===== config.mk =====
export PLATFORM = sky130hd
export DESIGN_NAME = min_max_finder_param
export DESIGN_NICKNAME = d
export VERILOG_FILES = /design/src/rtl/min_max_finder_param.sv
export SDC_FILE = /design/constraint.sdc
export NUM_CORES = 1
export LEC_CHECK = 0
export CAP_MARGIN = 20
export CORE_AREA = 2 2 155 157
export DETAILED_ROUTE_END_ITERATION = 7
export DIE_AREA = 0 0 157 159
export PLACE_DENSITY = 0.54
export SETUP_SLACK_MARGIN = 0.1
export SLEW_MARGIN = 20
export SYNTH_ARGS = -nofsm -noshare
export SYNTH_HDL_FRONTEND = slang
export SYNTH_SLANG_ARGS = --single-unit

===== constraint.sdc =====
create_clock -name Clk -period 4.7 [get_ports Clk]
set_input_delay 0.94 -clock Clk [delete_from_list [all_inputs] [get_ports Clk]]
set_output_delay 0.94 -clock Clk [all_outputs]
set_load 0.005 [all_outputs]

===== src/rtl/min_max_finder_param.sv =====
// Sequential min/max search over an internal register array, one element per cycle.
// Optional index tracking: define MMF_INDEX_EN to report MaxIdx/MinIdx, otherwise they read 0.
//
// state | meaning
// INI   | idle; array writable; waits for Start
// LOAD  | seed Max/Min from element 0
// CMP   | compare element I against running Max/Min
// DONE  | results held until Ack
module min_max_finder_param #(
  parameter int WIDTH = 8,
  parameter int DEPTH = 16,
  localparam int AW = $clog2(DEPTH)
) (
  input  logic             Clk,
  input  logic             Reset,
  input  logic             Start,
  input  logic             Ack,
  input  logic             Signed,
  input  logic [AW:0]      Len,
  input  logic             WrEn,
  input  logic [AW-1:0]    WrAddr,
  input  logic [WIDTH-1:0] WrData,
  output logic [WIDTH-1:0] Max,
  output logic [WIDTH-1:0] Min,
  output logic [AW-1:0]    MaxIdx,
  output logic [AW-1:0]    MinIdx,
  output logic             Qi,
  output logic             Ql,
  output logic             Qc,
  output logic             Qd
);

  typedef enum logic [3:0] {
    ST_INI  = 4'b0001,
    ST_LOAD = 4'b0010,
    ST_CMP  = 4'b0100,
    ST_DONE = 4'b1000
  } state_t;

  localparam logic [AW:0] N_ONE = (AW+1)'(1);
  localparam logic [AW:0] N_MAX = (AW+1)'(DEPTH);

  state_t           state, state_nxt;
  logic [WIDTH-1:0] mem [DEPTH];
  logic [AW-1:0]    idx;
  logic [AW:0]      n_lat, n_clamp;
  logic             sgn_lat;
  logic [WIDTH-1:0] elem;
  logic             gt, lt, last;

  assign Qi = state[0];
  assign Ql = state[1];
  assign Qc = state[2];
  assign Qd = state[3];

  always_comb begin
    n_clamp = Len;
    if (Len == '0)
      n_clamp = N_ONE;
    else if (Len > N_MAX)
      n_clamp = N_MAX;
  end

  assign elem = mem[idx];
  assign gt   = sgn_lat ? ($signed(elem) > $signed(Max)) : (elem > Max);
  assign lt   = sgn_lat ? ($signed(elem) < $signed(Min)) : (elem < Min);
  assign last = ({1'b0, idx} == (n_lat - N_ONE));

  // Array is deliberately outside reset so contents survive it.
  always_ff @(posedge Clk) begin
    if (WrEn && state == ST_INI)
      mem[WrAddr] <= WrData;
  end

  always_ff @(posedge Clk) begin
    if (Reset)
      state <= ST_INI;
    else
      state <= state_nxt;
  end

  always_comb begin
    state_nxt = state;
    unique case (state)
      ST_INI:  if (Start) state_nxt = ST_LOAD;
      ST_LOAD: state_nxt = (n_lat == N_ONE) ? ST_DONE : ST_CMP;
      ST_CMP:  if (last) state_nxt = ST_DONE;
      ST_DONE: if (Ack) state_nxt = ST_INI;
      default: state_nxt = ST_INI;
    endcase
  end

  always_ff @(posedge Clk) begin
    if (Reset) begin
      Max     <= '0;
      Min     <= '0;
      idx     <= '0;
      n_lat   <= N_ONE;
      sgn_lat <= 1'b0;
    end else begin
      case (state)
        ST_INI: if (Start) begin
          sgn_lat <= Signed;
          n_lat   <= n_clamp;
          idx     <= '0;
        end
        ST_LOAD: begin
          Max <= mem[0];
          Min <= mem[0];
          // single-element search keeps I at 0 so it never passes N-1
          idx <= (n_lat == N_ONE) ? '0 : AW'(1);
        end
        ST_CMP: begin
          if (gt) Max <= elem;
          if (lt) Min <= elem;
          if (!last) idx <= idx + AW'(1);
        end
        default: ;
      endcase
    end
  end

`ifdef MMF_INDEX_EN
  logic [AW-1:0] max_idx_r, min_idx_r;

  always_ff @(posedge Clk) begin
    if (Reset) begin
      max_idx_r <= '0;
      min_idx_r <= '0;
    end else if (state == ST_LOAD) begin
      max_idx_r <= '0;
      min_idx_r <= '0;
    end else if (state == ST_CMP) begin
      if (gt) max_idx_r <= idx;
      if (lt) min_idx_r <= idx;
    end
  end

  assign MaxIdx = max_idx_r;
  assign MinIdx = min_idx_r;
`else
  assign MaxIdx = '0;
  assign MinIdx = '0;
`endif

endmodule


======== Word level (Yosys, flattened, before mapping) ========
Memories as Yosys holds them, arrays and structs flattened. A register that Yosys moved wholly into a read port is not among the register bits.
Index checks and enable logic that the tools add are counted.
operators by class
  add/sub/neg operators ................... 2
  order comparisons ....................... 5
  equal/unequal tests ..................... 12
  multiplexer cells ....................... 21
  reductions and logical operators ........ 9
operator list
  kind                                                                 number
  4-bit 2-to-1 mux                                                     8
  8-bit one-hot mux with 2 select lines                                2
  8-bit greater-than comparator                                        2
  8-bit < comparator                                                   2
  8-bit 2-to-1 mux                                                     2
  4-bit one-hot mux with 4 select lines                                1
  2-bit inequality test (second input constant)                        6
  4-bit one-hot mux with 3 select lines                                1
  5-bit 2-to-1 mux                                                     2
  2-bit AND reduction                                                  3
  3-bit AND reduction                                                  2
  4-bit by 5-bit == test with 1-bit output                             1
  5-bit by 1-bit == test with 1-bit output (second input constant)     1
  5-bit greater-than comparator (second input constant)                1
  5-bit zero test                                                      1
  1-bit 2-to-1 mux                                                     5
  5-bit by 1-bit subtractor with 5-bit output (second input constant)  1
  4-bit by 1-bit adder with 4-bit output (second input constant)       1
  4-bit by 1-bit == test with 1-bit output (second input constant)     1
  4-bit by 2-bit == test with 1-bit output (second input constant)     1
  4-bit by 3-bit == test with 1-bit output (second input constant)     1
  4-bit == test (second input constant)                                1
  3-bit nonzero test                                                   1
  2-bit nonzero test                                                   1
  1-bit logical AND                                                    1
storage, ports and cells
  register bits after elaboration ......... 30
  memory bits (writable) .................. 128
  input port bits ......................... 23
  memories kept ........................... 1
memories
  memory  words  width  read ports  clocked after memory_dff  wr ports  line  source
  mem     16     8      2           1                         1         44    logic [WIDTH-1:0] mem [DEPTH];

======== Longest topological paths before layout ========
Gate-level depths: netlist of the first run.
  word-level depth ........................ 6
  mapped depth ............................ 15

======== Least setup slack after synthesis of the first run ========
No wires, ideal clock.
  path type ............................... reg2reg
  start ................................... register with a tool-made name
  end ..................................... register Max[1]
  data arrival time ....................... 3236 ps
  data required time ...................... 4614 ps
  path slack .............................. 1379 ps
  stages on the path, launching flop included .. 15
  path buffers ............................ 3
  clock period less this slack ............ 3321 ps
  path through ............................ dfxtp_1 > buf_2 > buf_4 > mux4_2 > mux2_2 > nand2_1 > o21ai_0 > ha_1 > a21o_1 > a21oi_1 > a21oi_1 > o41ai_2 > buf_2 > nor2_1 > a211oi_1
RTL lines
  element                 line  source
  end signal: assignment  108   Max <= mem[0];
  end signal: assignment  114   if (gt) Max <= elem;
  end: declaration        23    output logic [WIDTH-1:0] Max,

==> key figures, run 1 <==
Outcome
  – Status: finished clean

Setup path
  – Crit path depth: 12
  – Worst reg2reg setup slack: between 0.8 and 0.9 ns
  – Crit Path Max Fanout: 10
  – Cells along the critical path: buf_4 -> mux4_2 -> mux2_2 -> nand2_1 -> o21ai_0 -> ha_1 -> a21o_1 -> a21oi_1 -> o21a_2 -> a221o_2 -> or3_1 -> o211a_1
  – Delay-heaviest family, CP: compound AO/OA/AOI/OAI gates
  – WP buf/inv: 1
  – CP max stage cell: dfxtp_1
  – CP max stage delay: 0.74 ns
  – Setup CP Type: reg -> reg
  – R2R depth: 12
  – Critical Path Start Type: register
  – WP data arrival: between 4 and 5 ns
  – CP required: 5.02 ns
  – CP Capture Type: register

GRT
  – Vias in the first global route: 4375
  – Global-route wire length before repair: around 26 mm
  – Total track usage: 13.71%
  – Antenna violations before repair: 0
  – Pin count of the biggest net entering global routing: 30
  – Global route overflow: 0

Placement
  – GP Congestion: just under 0.8
  – IO Port Bufs: 42
  – DP Area: ~7900 um2
  – Hpwl dp: roughly 11 mm

Hold path
  – Hold depth: 2
  – Hold Crit Start: Max[6]$_SDFFE_PP0P_
  – Hold Crit Class: reg -> reg

Floorplan
  – Die X: between 150 and 200 um
  – Die height: 159 um
  – Starting Density: 30.79%
  – I/O Pins: 51
  – Core Footprint: between 20000 and 25000 um2
  – Row Count: 56
  – Die Area: 24960 um2

Synth
  – Synth warn: 0
  – Post-synthesis register bit count: between 150 and 200
  – Ys flop type: edfxtp_1
  – Post-synthesis cell area: 7141 um2
  – Post-synthesis sequential area ratio: a little under two thirds
  – Synth Instances: between 400 and 500
  – Synth async-reset ratio: 0%
  – Post-synth EDFFs: about 130
  – Syn Area/Cell: ~15 um2
  – Distinct cells, synth: 56

Power and ir drop
  – Combinational share of power: 7.4%
  – Worst VDD drop: between 0.00015 and 0.0002 V
  – Leakage power: between 2 and 3 nW
  – Int Pwr: around 0.0024 W
  – P_sw: 0.0007446 W
  – Sw frac: between 20% and 30%
  – Clock group share of total power: around two fifths
  – Sequential fraction of design power: between 50% and 60%
  – Pwr/cell area: roughly 370 nW/um2

Routing
  – Via density: slightly below 5
  – Total number of vias: around 4200
  – DRC: 0
  – Drt first pass iters: 6
  – Overall routed net length: 16.29 mm
  – Wirelength per Cell: 18.74 um
  – DR iter-0 viols: 326
  – Antenna viol nets, final: 0

STA
  – Ratio of final minimum period to clock period: 82.19%
  – Final setup fails: 0
  – Clock Skews: about 0.0076 ns
  – RSZ-0062 raised after global routing: false
  – Final slew viol count: 0
  – Worst-margin pin slew: just over 1 ns
  – Fmax: approximately 260 MHz
  – Fin crit period: around 3.9 ns
  – Final setup TNS: 0 ns
  – Relative slew slack: between 30% and 40%
  – Final hold vios: 0

Finish
  – Most common cell after layout, fill and taps aside: edfxtp_1
  – Design area: ~8500 um2
  – Share of cells above drive strength 1: around 18%
  – P&R area growth vs syn: 18.87%
  – Filler Cells Inserted: between 2000 and 2500
  – Sequential cell area: about 4500 um2
  – N_diodes: 0
  – Area of the multi-input gates: 2396 um2
  – Final net count: just under 600
  – Commonest non-fill, non-tap cells in the layout: edfxtp_1, clkdlybuf4s50_1, dfxtp_1

Clock network
  – H-tree depth: 4
  – Setup bufs post-CTS: 0
  – Sink Count: between 150 and 200
  – Worst skew pair latency: 0.43 ns
  – # hold bufs at CTS: 0
  – Post_cts resized: 0
  – CTS root buf: clkbuf_16
  – TritonCTS clock tree: yes
  – Clock transition at the registers of the reported paths: about 0.060 ns
  – Clock Tree Buf Depth: 2
  – CTS Buf Count: 17

Job
  – Maxcap violations: 0
[sequential cells by signal, indices dropped and copies added (netlist names), named ones only]
name	count
Min	8
mem	128
state	4
Max	8
sgn_lat	1
idx	4
n_lat	5
[per-layer routing]
layer  routed length [um]  part of all wire (%)  vias to the layer above  global-route usage, %
met5                    0                     0                        -                      0
met1                 7657                    47                     2133                  19.22
met3                  876                   5.4                       20                  3.756
met2                 7505                    46                      120                  20.87
met4                  246                   1.5                        0                  3.920
li1                     -                     -                     1958                      -
[layout make-up]
cell class              count  share of cell area [%]
repair buffers             54                   6.162
inverters                  24                   1.061
clock buffers              19                   5.100
well taps                 319                   4.702
flip-flops and latches    162                   53.32
multi-input cells         278                   28.23
clock inverters            13                   1.430
[per-stage QoR]
step / hold slack [ns] / setup WS [ns] / std cells / utilization [%] / total power (W)
6_report: 0.5066 / 0.8371 / 869 / 36.60 / 0.003163
5_1_grt: 0.5379 / 0.5697 / 869 / 36.60 / 0.003276
4_1_cts: 0.5084 / 0.7845 / 869 / 36.60 / 0.003189
3_5_place_dp: 0.5013 / 0.7929 / 837 / 34.21 / 0.001869
3_3_place_gp: 0.4927 / 0.9731 / 837 / 34.21 / 0.001859
2_1_floorplan: 0.4655 / 1.379 / 492 / - / 0.001762
[kinds of logic after synthesis]
kind of cell / count (synthesis) / share of synthesized area (%)
AND/OR/NAND/NOR: 120 / 8.744
adder cells (fa/ha/maj): 18 / 3.154
buffers and inverters: 52 / 3.592
AO/OA/AOI/OAI: 77 / 8.043
other: 1 / 0.05252
multiplexers: 50 / 12.44
XOR/XNOR: 5 / 0.6134
flip-flops: 162 / 63.36
[synthesized netlist by cell type, drive strengths merged (8+ instances only)]
cell	n	share of area (%)
or3	9	0.79
nand2	31	1.6
a211oi	9	0.95
buf	20	1.9
mux2	10	1.6
nor2	34	1.9
inv	24	1.3
a21oi	18	1.3
clkbuf	8	0.42
nor3	9	0.70
nand3	11	0.77
dfxtp	34	9.5
mux2i	10	1.4
o21ai	13	0.96
mux4	30	9.5
o211a	8	1.1
edfxtp	128	54
ha	18	3.2
nand2b	8	0.70
[worst register-to-register path, stage by stage, from the launching register on]
cell and delay [ns]:
dfxtp_1 0.74, buf_4 0.28, mux4_2 0.49, mux2_2 0.29
nand2_1 0.06, o21ai_0 0.16, ha_1 0.35, a21o_1 0.11
a21oi_1 0.09, o21a_2 0.24, a221o_2 0.41, or3_1 0.39
o211a_1 0.14
[power groups by stage]
stage	registers [W]	logic [W]	clock network [W]
floorplan	0.00163	0.000135	0
global placement	0.00163	0.000227	0
detailed placement	0.00163	0.000235	0
CTS	0.00160	0.000237	0.00135
global route	0.00161	0.000261	0.00141
finish	0.00160	0.000235	0.00133
[worst paths after layout]
path	end
max reg2reg	Min[6]$_SDFFE_PP0P_
min reg2reg	Max[6]$_SDFFE_PP0P_
min	Max[6]$_SDFFE_PP0P_
max	Min[6]$_SDFFE_PP0P_
Note: power is estimated with default switching activity, not from simulation.
==> inputs of run 2 (changes only) <==
- clock period: 4.7 -> 4.05 ns (I/O delays scaled with it)
==> run 2 against run 1 <==
  * Fmax up 7.9%
  * Power up 19%
  * Via count about the same
  * Critical endpoint is now Min[1]$_SDFFE_PP0P_
  * Largest cell class unchanged
  * Sequential cell count unchanged
  * Critical path type unchanged
  * Register-to-register slack worse by 0.37 ns
  * Count of clock-buffer cells in the layout down 2
  * First-iteration DRC count down 35%
  * Largest power group unchanged
  * Routed wire length down 1.5%
==> key figures, run 2 (synthesis gave the netlist of run 1 again) <==
Clock network
  – CTS Buf Count: 17 (unchanged)
  – Clock Tree Buf Depth: 2 (unchanged)
  – # hold bufs at CTS: 0 (unchanged)
  – Sink Count: 162 (unchanged)
  – Setup bufs post-CTS: 0 (unchanged)
  – TritonCTS clock tree: yes
  – Clock transition at the registers of the reported paths: 0.07 ns (about the same)
  – CTS root buf: clkbuf_16
  – Worst skew pair latency: 0.43 ns (about the same)
  – Post_cts resized: 0 (unchanged)
  – H-tree depth: 4 (unchanged)

Hold path
  – Hold Crit Start: idx[3]$_SDFFE_PP0P_
  – Hold Crit Class: reg -> reg
  – Hold depth: 2 (unchanged)

Power and ir drop
  – Leakage power: 2.815 nW (+0.99%)
  – Worst VDD drop: 0.0001798 V (-6.8%)
  – Pwr/cell area: 442.1 nW/um2 (+19%)

GRT
  – Pin count of the biggest net entering global routing: 29 (-3.3%)
  – Antenna violations before repair: 0 (unchanged)
  – Total track usage: 13.54% (-0.17 points)
  – Global-route wire length before repair: 25.03 mm (-2.0%)
  – Vias in the first global route: 4309 (-1.5%)
  – Global route overflow: 0 (unchanged)

STA
  – Fin crit period: 3.581 ns (-0.2820 ns)
  – Fmax: 279.3 MHz (+7.9%)
  – Post-route worst setup slack: 0.4691 ns (-0.3680 ns)
  – Relative slew slack: 38.38% (+6.3 points)
  – Ratio of final minimum period to clock period: 88.42% (+6.2 points)
  – WHS: 0.5092 ns (+0.002662 ns)
  – Final hold vios: 0 (unchanged)
  – Clock Skews: 0.01237 ns (+0.004806 ns)
  – Final setup fails: 0 (unchanged)
  – Worst-margin pin slew: 0.9127 ns (-0.1030 ns)
  – Final slew viol count: 0 (unchanged)
  – Final setup TNS: 0 ns (unchanged)
  – RSZ-0062 raised after global routing: false

Placement
  – Hpwl dp: 11.20 mm (-0.51%)
  – IO Port Bufs: 42 (unchanged)
  – Placement Setup Slack: 0.4241 ns (-0.3687 ns)
  – GP Congestion: 0.8290 (+5.1%)

Setup path
  – Worst R2R End: Min[1]$_SDFFE_PP0P_
  – Worst reg2reg setup slack: 0.47 ns (-0.37 ns)
  – CP Capture Type: register
  – WP data arrival: 3.90 ns (-0.28 ns)
  – R2R depth: 11 (-1)
  – Setup CP Type: reg -> reg
  – CP required: 4.37 ns (-0.65 ns)
  – Crit Path Max Fanout: 14 (+4)
  – Critical Path Start Type: register

Routing
  – Wirelength per Cell: 18.39 um (-1.9%)
  – Via density: 4.850 (-0.39%)
  – DRC: 0 (unchanged)
  – Drt first pass iters: 5 (-1)
  – Overall routed net length: 16.04 mm (-1.5%)
  – Antenna viol nets, final: 0 (unchanged)
  – DR iter-0 viols: 213 (-35%)
  – Total number of vias: 4229 (-0.047%)

Floorplan
  – Die Area: 24960 um2 (unchanged)
  – Core Footprint: 23190 um2 (unchanged)
  – Starting Density: 30.79% (unchanged)
  – Die X: 157 um (unchanged)
  – I/O Pins: 51 (unchanged)
  – Die height: 159 um (unchanged)
  – Row Count: 56 (unchanged)

Finish
  – Max reg flops: 128 (unchanged)
  – Share of cells above drive strength 1: 18.44% (+0.63 points)
  – Core Util, Final: 36.84% (+0.24 points)
  – P&R area growth vs syn: 19.64%
  – Final net count: 581 (+0.52%)
  – Top Registers: mem: 128 flops, Max: 8 flops, Min: 8 flops
  – Commonest non-fill, non-tap cells in the layout: edfxtp_1, clkdlybuf4s50_1, dfxtp_1
  – N_diodes: 0 (unchanged)
  – Most common cell after layout, fill and taps aside: edfxtp_1
  – Largest Register: mem

Job
  – Maxcap violations: 0 (unchanged)

Outcome
  – Status: finished clean
run 2: cell types whose count changed in the layout (fill, tap and decap cells not counted), moves of 3 or more:
cell,previous run,this run
buf_4,11,15
clkinv_8,0,3
inv_6,8,2
inv_8,0,5
run 2: worst max path at each step:
stage                   from                  end  slack [ns]  cells after the start
detailed placement  register  Min[1]$_SDFFE_PP0P_        0.42                     11
global placement    register  Min[4]$_SDFFE_PP0P_        0.49                     11
CTS                 register  Min[1]$_SDFFE_PP0P_        0.40                     11
finish              register  Min[1]$_SDFFE_PP0P_        0.47                     11
floorplan           register  Max[1]$_SDFFE_PP0P_        0.73                     14
global route        register  Min[0]$_SDFFE_PP0P_        0.28                     12
run 2: metal layers:
| layer | up-vias | track usage, % | part of all wire (%) |
|---|---|---|---|
| met5 | - | 0 | 0 |
| met4 | 0 | 3.545 | 0.99 |
| met3 | 14 | 3.239 | 5.3 |
| met2 | 111 | 20.71 | 46 |
| met1 | 2130 | 19.36 | 47 |
| li1 | 1974 | - | - |
run 2: cell type report:
class                      count  area (um2)
timing repair buffer          57       533.0
inverter                      24       90.09
tap                          319       399.1
multi-input combinational    278        2386
sequential                   162        4526
fill                        2201       14650
clock inverter                15       183.9
clock buffer                  17       425.4
run 2: power by group:
group | switching, W | leakage (nW) | internal [W]
sequential | 0.0000288 | 1.43 | 0.00183
clock | 0.000757 | 0.288 | 0.000887
combinational | 0.000155 | 1.10 | 0.000120
run 2: through the flow:
stage	instance area (um2)	total power [W]	std cells
floorplan	7167	0.002045	492
global placement	7934	0.002162	840
detailed placement	7934	0.002171	840
CTS	8543	0.003809	872
global route	8543	0.003909	872
finish	8543	0.003777	872
run 2: critical path, stage by stage, from the launching register on:
cell and delay (ns):
dfxtp_2 0.56, buf_4 0.32, mux4_2 0.35, mux2_2 0.32, nand2_1 0.08, o21ai_0 0.21
ha_1 0.38, a21oi_1 0.08, o21a_2 0.23, a221o_2 0.41, or3_1 0.38, o211a_1 0.14
==> inputs of run 3 (changes only) <==
- PLACE_DENSITY: 0.54 -> 0.56
- RECOVER_POWER: default -> 25
- clock period: 4.05 -> 3.1 ns (I/O delays scaled with it)
==> run 3 against run 2 <==
  * The run now ends with setup timing left
  * Setup slack lost 0.56 ns
  * Clock skew shrank 0.0037 ns
  * Via count grew 5.9%
  * Final area grew 5.2%
  * Sequential power grew 31%
  * Combinational power grew 40%
  * Hold slack lost 0.0065 ns
  * Highest routed layer is now met5
==> key figures, run 3 (synthesis gave the netlist of run 1 again) <==
Outcome
  – Status: finished, violations left
  – Violated checks: setup timing

Clock network
  – H-tree depth: 4 (unchanged)
  – CTS Buf Count: 17 (unchanged)
  – Clock Tree Buf Depth: 2 (unchanged)
  – CTS root buf: clkbuf_16
  – TritonCTS clock tree: yes
  – Clock transition at the registers of the reported paths: 0.07 ns (about the same)
  – # hold bufs at CTS: 0 (unchanged)
  – Worst skew pair latency: 0.42 ns (about the same)
  – Sink Count: 162 (unchanged)

GRT
  – Pin count of the biggest net entering global routing: 29 (unchanged)
  – Total track usage: 13.80% (+0.25 points)
  – Vias in the first global route: 4564 (+5.9%)
  – Global route overflow: 0 (unchanged)
  – Global-route wire length before repair: 25.78 mm (+3.0%)
  – Antenna violations before repair: 1 (+1)

Placement
  – IO Port Bufs: 42 (unchanged)
  – Placement Setup Slack: -0.3129 ns (-0.7371 ns)
  – GP Congestion: 0.8217 (-0.88%)
  – Hpwl dp: 11.73 mm (+4.8%)
  – DP Area: 8230 um2 (+3.7%)

Routing
  – DRC: 0 (unchanged)
  – Antenna viol nets, final: 0 (unchanged)
  – Total number of vias: 4478 (+5.9%)
  – Via density: 4.915 (+1.4%)
  – DR iter-0 viols: 244 (+15%)
  – Drt first pass iters: 4 (-1)
  – Wirelength per Cell: 18.33 um (-0.33%)
  – Overall routed net length: 16.70 mm (+4.1%)

Setup path
  – Critical Path Start Type: register
  – Crit Path Max Fanout: 8 (-6)
  – Setup CP Type: reg -> reg
  – Cells along the critical path: buf_12 -> mux4_2 -> mux2_4 -> nand2_2 -> o21ai_2 -> buf_6 -> ha_4 -> a21o_1 -> a21oi_2 -> o21a_2 -> a221o_2 -> or3_1 -> o211a_1
  – CP Capture Type: register
  – Worst R2R End: Min[2]$_SDFFE_PP0P_
  – Worst reg2reg setup slack: -0.09 ns (-0.56 ns)
  – CP max stage cell: mux4_2
  – R2R depth: 13 (+2)
  – WP data arrival: 3.50 ns (-0.40 ns)
  – CP required: 3.41 ns (-0.96 ns)
  – CP max stage delay: 0.49 ns (-0.07 ns)

STA
  – Fin crit period: 3.187 ns (-0.3935 ns)
  – Worst-margin pin slew: 0.8107 ns (-0.1019 ns)
  – Final slew viol count: 0 (unchanged)
  – Final setup fails: 11 (+11)
  – Ratio of final minimum period to clock period: 102.8% (+14 points)
  – Post-route worst setup slack: -0.08737 ns (-0.5565 ns)
  – Relative slew slack: 45.10% (+6.7 points)
  – Fmax: 313.7 MHz (+12%)
  – Clock Skews: 0.008683 ns (-0.003691 ns)
  – Final hold vios: 0 (unchanged)
  – RSZ-0062 raised after global routing: true

Finish
  – Top Registers: mem: 128 flops, Max: 8 flops, Min: 8 flops
  – Commonest non-fill, non-tap cells in the layout: edfxtp_1, buf_4, clkdlybuf4s50_1
  – Area of the multi-input gates: 2496 um2 (+4.6%)
  – Final net count: 620 (+6.7%)
  – P&R area growth vs syn: 25.92%
  – Core Util, Final: 38.77% (+1.9 points)
  – Share of cells above drive strength 1: 26.18% (+7.7 points)
  – Max reg flops: 128 (unchanged)
  – Design area: 8991 um2 (+5.2%)
  – Largest Register: mem
  – Most common cell after layout, fill and taps aside: edfxtp_1
  – N_diodes: 0 (unchanged)
  – Sequential cell area: 4532 um2 (+0.14%)
  – Filler Cells Inserted: 2157 (-2.0%)

Power and ir drop
  – Leakage power: 3.048 nW (+8.3%)
  – Combinational share of power: 8.0% (+0.7 points)
  – Worst VDD drop: 0.0003282 V (+83%)
  – Clock group share of total power: 41.4% (-2.1 points)
  – Int Pwr: 0.003626 W (+28%)
  – Sequential fraction of design power: 50.6% (+1.4 points)
  – Pwr/cell area: 533.4 nW/um2 (+21%)
  – Total chip power: 0.004796 W (+27%)
  – P_sw: 0.001170 W (+24%)
  – Sw frac: 24.39% (-0.53 points)

Floorplan
  – I/O Pins: 51 (unchanged)
  – Starting Density: 30.79% (unchanged)
  – Die Area: 24960 um2 (unchanged)
  – Core Footprint: 23190 um2 (unchanged)
  – Row Count: 56 (unchanged)
  – Die height: 159 um (unchanged)
  – Die X: 157 um (unchanged)

Job
  – Maxcap violations: 0 (unchanged)

Hold path
  – Hold Crit Start: Max[2]$_SDFFE_PP0P_
  – Hold depth: 2 (unchanged)
  – Hold Crit Class: reg -> reg
  – Min-Delay Endpoint: Max[2]$_SDFFE_PP0P_
-- run 3: changes by cell type in the layout (fill, tap and decap cells not counted), sizes merged --
cell | before | now
buf | 15 | 53
clkdlybuf4s50 | 42 | 37
dlygate4sd3 | 0 | 5
inv | 31 | 33
a221o | 1 | 2
bufinv | 1 | 0
clkinv | 4 | 3
-- run 3: how the worst max path moves through the flow --
stage,cells after the start,end,from,slack [ns]
3_5_place_dp,11,Max[5]$_SDFFE_PP0P_,register,-0.31
3_3_place_gp,13,Min[0]$_SDFFE_PP0P_,register,-0.21
4_1_cts,13,Min[2]$_SDFFE_PP0P_,register,-0.16
2_1_floorplan,14,Max[1]$_SDFFE_PP0P_,register,0.02
5_1_grt,13,Min[2]$_SDFFE_PP0P_,register,-0.21
6_report,13,Min[2]$_SDFFE_PP0P_,register,-0.09
-- run 3: final cells by class --
type | instances | share of cell area (%)
flip-flops and latches | 162 | 50.40
repair buffers | 95 | 10.10
clock buffers | 17 | 4.731
clock inverters | 15 | 1.559
well taps | 319 | 4.439
inverters | 24 | 1.002
multi-input cells | 279 | 27.76
-- run 3: metal layers --
layer  global-route usage (%)  share of wire [%]  vias up
li1                         -                  -     2060
met1                    18.70                 45     2257
met4                    3.878                1.6        2
met2                    22.27                 48      134
met3                    3.048                5.7       25
met5                        0              0.078        -
-- run 3: timing repair --
item / 4_1_cts / 5_1_grt
hold endpoints to repair: 0 / 0
cloned: 2 / 0
pin swaps: 16 / 5
setup buffers: 8 / 2
setup endpoints to repair: 16 / 16
resized for setup: 23 / 3
-- run 3: worst max-delay path, delay by kind of cell (launching register included) --
kind,cells,cell delay [ns]
adders and majority gates,1,0.26
AOI/OAI and AO/OA,6,1.02
and+or+nand+nor,2,0.39
muxes,2,0.78
DFF,1,0.37
buffers and inverters,2,0.26
-- run 3: power groups by stage --
stage	clock (W)	combinational [W]	sequential [W]
floorplan	0	0.000211	0.00247
global route	0.00211	0.000423	0.00243
CTS	0.00202	0.000382	0.00243
detailed placement	0	0.000367	0.00248
global placement	0	0.000357	0.00247
finish	0.00199	0.000384	0.00243
-- run 3: stage by stage --
step | instances | setup TNS (ns) | hold slack [ns]
3_5_place_dp | 867 | -3.854 | 0.4935
6_report | 911 | -0.5641 | 0.5027
4_1_cts | 909 | -0.8131 | 0.5020
5_1_grt | 911 | -2.418 | 0.5301
3_3_place_gp | 867 | -2.940 | 0.4929
2_1_floorplan | 492 | 0 | 0.4655
